$ cat src/rtl/mem_wb_pipe.sv
// mem_wb_pipe -- parameterised MEM/WB pipeline register.
//
// Holds one instruction slot between the MEM stage and the register-file
// write port. It supports stall (hold) and flush (bubble). The write-back
// data mux and the final register-file write enable are registered here, so
// the forwarding unit and the register file read plain flop outputs. No input
// reaches an output combinationally.
//
// Optional feature: define MEM_WB_PERF_CNT_EN to add the retire_cnt and
// bubble_cnt performance counters.
//
// Ports:
//   clk, rst_n        clock; asynchronous active-low reset clears all outputs
//   stall             hold every register this edge
//   flush             load a bubble this edge (wins over stall)
//   in_valid          MEM stage holds a real instruction
//   control_wb_in     WB control bundle (RegWrite / MemtoReg plus pass-through bits)
//   Read_data_in      data memory read data
//   ALU_result_in     ALU result
//   Write_reg_in      destination register index
//   wb_valid          slot holds a real instruction
//   mem_control_wb, Read_data, mem_ALU_result, mem_Write_reg  registered copies
//   wb_write_data     registered MemtoReg ? read data : ALU result
//   wb_reg_write      registered RegWrite qualified by valid and a nonzero destination
//   retire_cnt        (optional) count of loaded register-file writes
//   bubble_cnt        (optional) count of bubbles inserted by flush or by an invalid load
module mem_wb_pipe #(
  parameter int DATA_W       = 32,
  parameter int REG_W        = 5,
  parameter int CTRL_W       = 2,
  parameter int REGWRITE_BIT = 0,
  parameter int MEMTOREG_BIT = 1,
  parameter int CNT_W        = 32
) (
  input  logic              clk,
  input  logic              rst_n,
  input  logic              stall,
  input  logic              flush,
  input  logic              in_valid,
  input  logic [CTRL_W-1:0] control_wb_in,
  input  logic [DATA_W-1:0] Read_data_in,
  input  logic [DATA_W-1:0] ALU_result_in,
  input  logic [REG_W-1:0]  Write_reg_in,
`ifdef MEM_WB_PERF_CNT_EN
  output logic [CNT_W-1:0]  retire_cnt,
  output logic [CNT_W-1:0]  bubble_cnt,
`endif
  output logic              wb_valid,
  output logic [CTRL_W-1:0] mem_control_wb,
  output logic [DATA_W-1:0] Read_data,
  output logic [DATA_W-1:0] mem_ALU_result,
  output logic [REG_W-1:0]  mem_Write_reg,
  output logic [DATA_W-1:0] wb_write_data,
  output logic              wb_reg_write
);

  typedef struct packed {
    logic [CTRL_W-1:0] ctrl;
    logic [DATA_W-1:0] rd;
    logic [DATA_W-1:0] alu;
    logic [REG_W-1:0]  wr;
    logic [DATA_W-1:0] wd;
    logic              rw;
  } wb_slot_t;

  wb_slot_t slot_d, slot_q;
  logic     vld_q;

  // The slot to load on a normal edge. A dead slot (in_valid = 0) is all
  // zeros, which keeps its control bits from ever causing a write.
  always_comb begin
    slot_d = '0;
    if (in_valid) begin
      slot_d.ctrl = control_wb_in;
      slot_d.rd   = Read_data_in;
      slot_d.alu  = ALU_result_in;
      slot_d.wr   = Write_reg_in;
      slot_d.wd   = control_wb_in[MEMTOREG_BIT] ? Read_data_in : ALU_result_in;
      // A write to r0 is dropped here, but mem_Write_reg still shows 0.
      slot_d.rw   = control_wb_in[REGWRITE_BIT] & (Write_reg_in != '0);
    end
  end

  always_ff @(posedge clk or negedge rst_n) begin
    if (!rst_n) begin
      slot_q <= '0;
      vld_q  <= 1'b0;
    end else if (flush) begin
      slot_q <= '0;
      vld_q  <= 1'b0;
    end else if (!stall) begin
      slot_q <= slot_d;
      vld_q  <= in_valid;
    end
  end

  assign wb_valid       = vld_q;
  assign mem_control_wb = slot_q.ctrl;
  assign Read_data      = slot_q.rd;
  assign mem_ALU_result = slot_q.alu;
  assign mem_Write_reg  = slot_q.wr;
  assign wb_write_data  = slot_q.wd;
  assign wb_reg_write   = slot_q.rw;

`ifdef MEM_WB_PERF_CNT_EN
  logic retire_inc, bubble_inc;
  assign retire_inc = !flush && !stall && slot_d.rw;
  assign bubble_inc = flush || (!stall && !in_valid);

  // Both counters wrap naturally at 2^CNT_W.
  always_ff @(posedge clk or negedge rst_n) begin
    if (!rst_n) begin
      retire_cnt <= '0;
      bubble_cnt <= '0;
    end else begin
      if (retire_inc) retire_cnt <= retire_cnt + 1'b1;
      if (bubble_inc) bubble_cnt <= bubble_cnt + 1'b1;
    end
  end
`endif

endmodule

$ cat config.mk
export PLATFORM = sky130hd
export DESIGN_NAME = mem_wb_pipe
export DESIGN_NICKNAME = d
export VERILOG_FILES = /design/src/rtl/mem_wb_pipe.sv
export SDC_FILE = /design/constraint.sdc
export NUM_CORES = 1
export LEC_CHECK = 0
export ABC_AREA = 1
export BUFFER_PORTS_ARGS = -buffer_cell sky130_fd_sc_hd__buf_2
export CAP_MARGIN = 40
export CELL_PAD_IN_SITES_DETAIL_PLACEMENT = 1
export CELL_PAD_IN_SITES_GLOBAL_PLACEMENT = 2
export CORE_UTILIZATION = 24
export CTS_BUF_LIST = sky130_fd_sc_hd__clkbuf_16
export DETAILED_ROUTE_END_ITERATION = 10
export PLACE_DENSITY = 0.81
export RECOVER_POWER = 100
export SLEW_MARGIN = 20
export SYNTH_ARGS = -nofsm -noshare
export SYNTH_HDL_FRONTEND = slang
export SYNTH_SLANG_ARGS = --single-unit
$ cat constraint.sdc
create_clock -name clk -period 0.8 [get_ports clk]
set_input_delay 0.12 -clock clk [delete_from_list [all_inputs] [get_ports clk]]
set_output_delay 0.12 -clock clk [all_outputs]
set_load 0.03 [all_outputs]
-- After elaboration in Yosys (flattened, before gate mapping)
Cells that the tools add are included.
- equal/unequal tests: 1
- divide/modulo/power cells: 0
- shift-type cells: 0
- magnitude comparators: 0
- mux-type cells: 6
- bitwise gates (word level): 1
- multipliers: 0
- reductions and logical operators: 1
- add/subtract/negate cells: 0
- operator list (kind ; count):
    $mux W104 ; 3
    $mux W32 ; 1
    $reduce_bool A5 Y1 ; 1
    $mux W1 ; 2
    $ne A2 B1 Y1 const B ; 1
    $and A1 B1 Y1 ; 1
- bits in latches: 0
- output and inout port bits: 105
- logic and storage cells: 16
- bits in read-only memories: 0
- memories kept: 0
- RAM bits: 0
- flip-flop bits (word level): 105

-- Longest topological paths before layout
- word-level depth: 5
- mapped depth: 7
- mapped depth without buffers: 5

-- Worst setup path before layout
OpenSTA, ideal clock, no wires.
- kind: input to register
- from: input port stall
- to: register slot_q, in the netlist Read_data[13]
- slack: 0.025 ns
- data required time: 0.735 ns
- buffers on the path: 2
- cell stages on the path: 7
- arrival time: 0.710 ns
- library setup time: 0.065 ns
- cells stage by stage: inv_2 -> nand3_4 -> inv_2 -> buf_6 -> buf_6 -> nand2_1 -> nand2_1
- word-level cells in the longest chain between the ends: 1
- ends and longest elaborated chain (element ; RTL line ; source):
    from (decl) ; 37 ; input logic stall,
    $ne A2 B1 Y1 (no source line) ; n/a ;
    to (signal assigned) ; 92 ; slot_q <= slot_d;
    to (decl) ; 66 ; wb_slot_t slot_d, slot_q;
Every way passes these cells.
A chain may end at the register's enable or synchronous reset.

-- Final worst setup path
- from: register slot_q, in the netlist wb_write_data[1]
- to: output port wb_write_data[1]
- RTL lines (element ; RTL line ; source):
    to (decl) ; 53 ; output logic [DATA_W-1:0] wb_write_data,
No word-level cell between the ends.

==> impl_summary.md <==
Run status
The flow ran to the end, but the final reports show violations. The checks that failed: setup timing.

Timing
The top achievable clock speed is 966 MHz. The count of final hold-check violations is 0. Across all setup checks in the final design, the least slack found is -0.235 ns.

The tightest hold path in the finished design has a slack of 0.0155 ns. Setup repair after global routing could not meet its margin everywhere. The number of slew-limit violations in the final report is 0.

The time the final worst path needs with I/O delays and setup is 1.03 ns. In this run the tightest slew margin relative to its limit is 63.0%. The slew at the pin with the worst max-slew slack is 0.554 ns. The setup violation total in the final timing report is 206.

The setup TNS is -26.17 ns. For the final database, setup skew stands at 0 ns. The final critical path takes up 129% of the cycle.

Yosys
A synthesized cell averages 8.35 um2. The number of warnings printed during yosys synthesis is 0. Of the synthesized area, sequential elements account for 60.4%.

The synthesized netlist net count is 597. The netlist uses 15 different library cells. After synthesis the netlist holds a flip-flop and latch count of 105.

The gate count after technology mapping is 521. The synthesized netlist occupies a cell area of 0.00435 mm2.

Power
The switching portion of total power is 26.8%. Combinational logic is responsible for 17.2% of the overall power. The analysis attributes to cell leakage a power of 4.02 nW. The net switching power figure is 3.35 mW. Across the VDD grid, the largest voltage drop is 0.972 mV. The clock network accounts for 37.6% of the total power. For this design the ratio of total power to cell area is 1710 mW/mm2. Sequential cells account for 45.2% of the total power. The internal power summed over all cells is 9.18 mW.

Placed design
The detailed-placement wirelength estimate is 9850 um. Port buffering added 180 buffers. Routability-driven placement finished with a final weighted congestion of 0.761. The pre-CTS setup slack is -0.230 ns.

Route
After the first detailed-routing iteration, the DRC count stood at 152. The first TritonRoute pass finished after 4 iterations. The count of nets left with antenna violations once routing finished came out at 0. The via count is 4385. Dividing the detail-routed via count by the number of cells gives 4.35. In the final routed layout, each cell accounts on average for 15.0 um. The aggregate routed wire length is 15100 um. The residual DRC count is 0.

Critical path
The startpoint of the worst-slack reg-to-reg timing path is mem_ALU_result[14]$_DFFE_PN0P_. Counting both buffers and inverters, the worst setup path holds a total of 1. The slowest stage of the critical path belongs to the cell dfrtp_1. The worst setup path is captured at an output pin.

The kind of launch point of the worst setup path is a register. STA puts the critical path data arrival time at 0.91 ns. The required time of the critical path is 0.68 ns. By startpoint and endpoint, the worst setup path is classified as reg2out. In this run the worst path has a maximum fanout of 2. The family with the most delay on the worst path is flip-flops. The first element of the critical path is wb_write_data[1]$_DFFE_PN0P_.

On the worst path, the slowest cell contributes a delay of 0.42 ns. Walking the worst path, the cells encountered are buf_6.

Global routing
Across every metal layer, demand over resource in global routing totals 16.6%. The maximum number of pins on one net before global-route repair is 53. The first-pass GRT wire length is 23800 um. The global-route congestion overflow total is 0. The number of global-route vias before repair came to 4680.

The number of antenna violations at the first check in global routing is 0.

Cells and area
The layout has 2061 filler cells. The top cell types in the final layout, fill and taps aside, are nand2_1 (268), buf_6 (115), dfrtp_1 (105). From synthesis to final layout, the design area changed by 68.0%. In the final design database the tool counted 853 nets. The fraction of final layout cells sized beyond drive strength 1 is 34.4%. The number of antenna diodes is 0.

Leaving out fill and tap cells, the most frequent cell in the layout is nand2_1.

Min path
The startpoint identified for the worst hold timing path is Read_data_in[1]. The tightest min-delay check is of the in2reg type.

Floorplanning
The area of the die is 0.0187 mm2. The effective utilization at floorplan is 24.9%. After floorplanning, the core was sized to cover 0.0175 mm2. The die outline height is 137 um. The number of placement rows is 48.

For this design the top-level I/O count stands at 181. In this run the horizontal extent of the chip is 137 um.

Clock network
The CTS H-tree depth is 3. The total CTS buffers is 9. No sink is reached through more buffers than the 2 on the longest clock path. CTS saw 105 sinks. The latest clock arrival within the worst-skew pair is 0.35 ns. After clock tree synthesis, the clock-pin slew on the worst setup and hold paths is 0.07 ns.

TritonCTS built the clock tree. In this run the clock root is driven by a clkbuf_16.

Job
The number of violations of the max-capacitance limit is 0.
layer usage:
metal  vias to the layer above  wire (um)  GRT usage, %  part of all wire, %
met5                         -          0             0                    0
met3                        17        755          3.30                  5.0
met4                         0        249          5.74                  1.7
met1                      2158       6300          19.9                   42
met2                       118       7760          29.5                   52
li1                       2092          -             -                    -
metrics by stage:
stage               power, mW  std cells  utilization [%]  cell area, um2
CTS                      12.6        997             40.8            7140
finish                   12.5       1007             41.8            7310
global placement         7.32        917             32.1            5600
global route             13.1       1007             41.8            7310
detailed placement       7.37        917             32.1            5600
floorplan                6.57        521                -            4350
timing repair:
action / in CTS / in global routing
buffers inserted: 30 / 34
pin swaps: 0 / 27
resized for setup: 211 / 64
hold endpoints to repair: 138 / 0
setup endpoints to repair: 105 / 145
hold buffers: 34 / 0
gates cloned: 0 / 0
power groups by stage:
stage / clock network, mW / logic, mW / registers, mW
2_1_floorplan: 0 / 0.446 / 6.12
3_3_place_gp: 0 / 1.61 / 5.71
3_5_place_dp: 0 / 1.64 / 5.72
4_1_cts: 4.88 / 2.10 / 5.66
5_1_grt: 5.07 / 2.35 / 5.69
6_report: 4.71 / 2.16 / 5.67
worst paths after layout:
| path | endpoint | depth (start not counted) | slack (ns) |
|---|---|---|---|
| setup / recovery | wb_write_data[1] | 1 | -0.23 |
| hold / removal | Read_data[1]$_DFFE_PN0P_ | 3 | 0.02 |
| setup reg to reg | mem_ALU_result[14]$_DFFE_PN0P_ | 4 | -0.06 |
| hold reg to reg | wb_write_data[13]$_DFFE_PN0P_ | 2 | 0.51 |
| max in group asynchronous | wb_write_data[21]$_DFFE_PN0P_ | 3 | -0.08 |
| min in group asynchronous | mem_ALU_result[26]$_DFFE_PN0P_ | 2 | 0.30 |
area by class of cell:
type / instances / area [um2] / share of cell area (%)
Clock buffer: 9 / 225 / 3.08
Clock inverter: 7 / 86.3 / 1.18
Inverter: 37 / 139 / 1.90
Multi-Input combinational cell: 351 / 1460 / 20.0
Sequential cell: 105 / 2630 / 35.9
Tap cell: 225 / 282 / 3.85
Timing Repair Buffer: 273 / 2490 / 34.0
cell usage after synthesis:
cell type	instances	share of area, %
inv_2	3	0.26
clkbuf_2	2	0.23
buf_2	15	1.7
inv_1	34	2.9
nand3_1	1	0.11
nand3_4	1	0.40
buf_6	2	0.52
dfrtp_1	105	60
buf_4	6	1.0
clkbuf_1	3	0.26
nand2_1	280	24
nor3_1	1	0.11
o21ai_0	65	7.5
nor2_4	1	0.26
nor2_1	2	0.17
cell families (layout without fill, tap and decap cells):
family | after synthesis | in the layout | synth area share (%)
flops | 105 | 105 | 60.4
compound gates | 65 | 65 | 7.47
simple gates | 286 | 286 | 25.2
buf+inv | 65 | 326 | 6.96
Note: power is estimated with default switching activity, not from simulation.
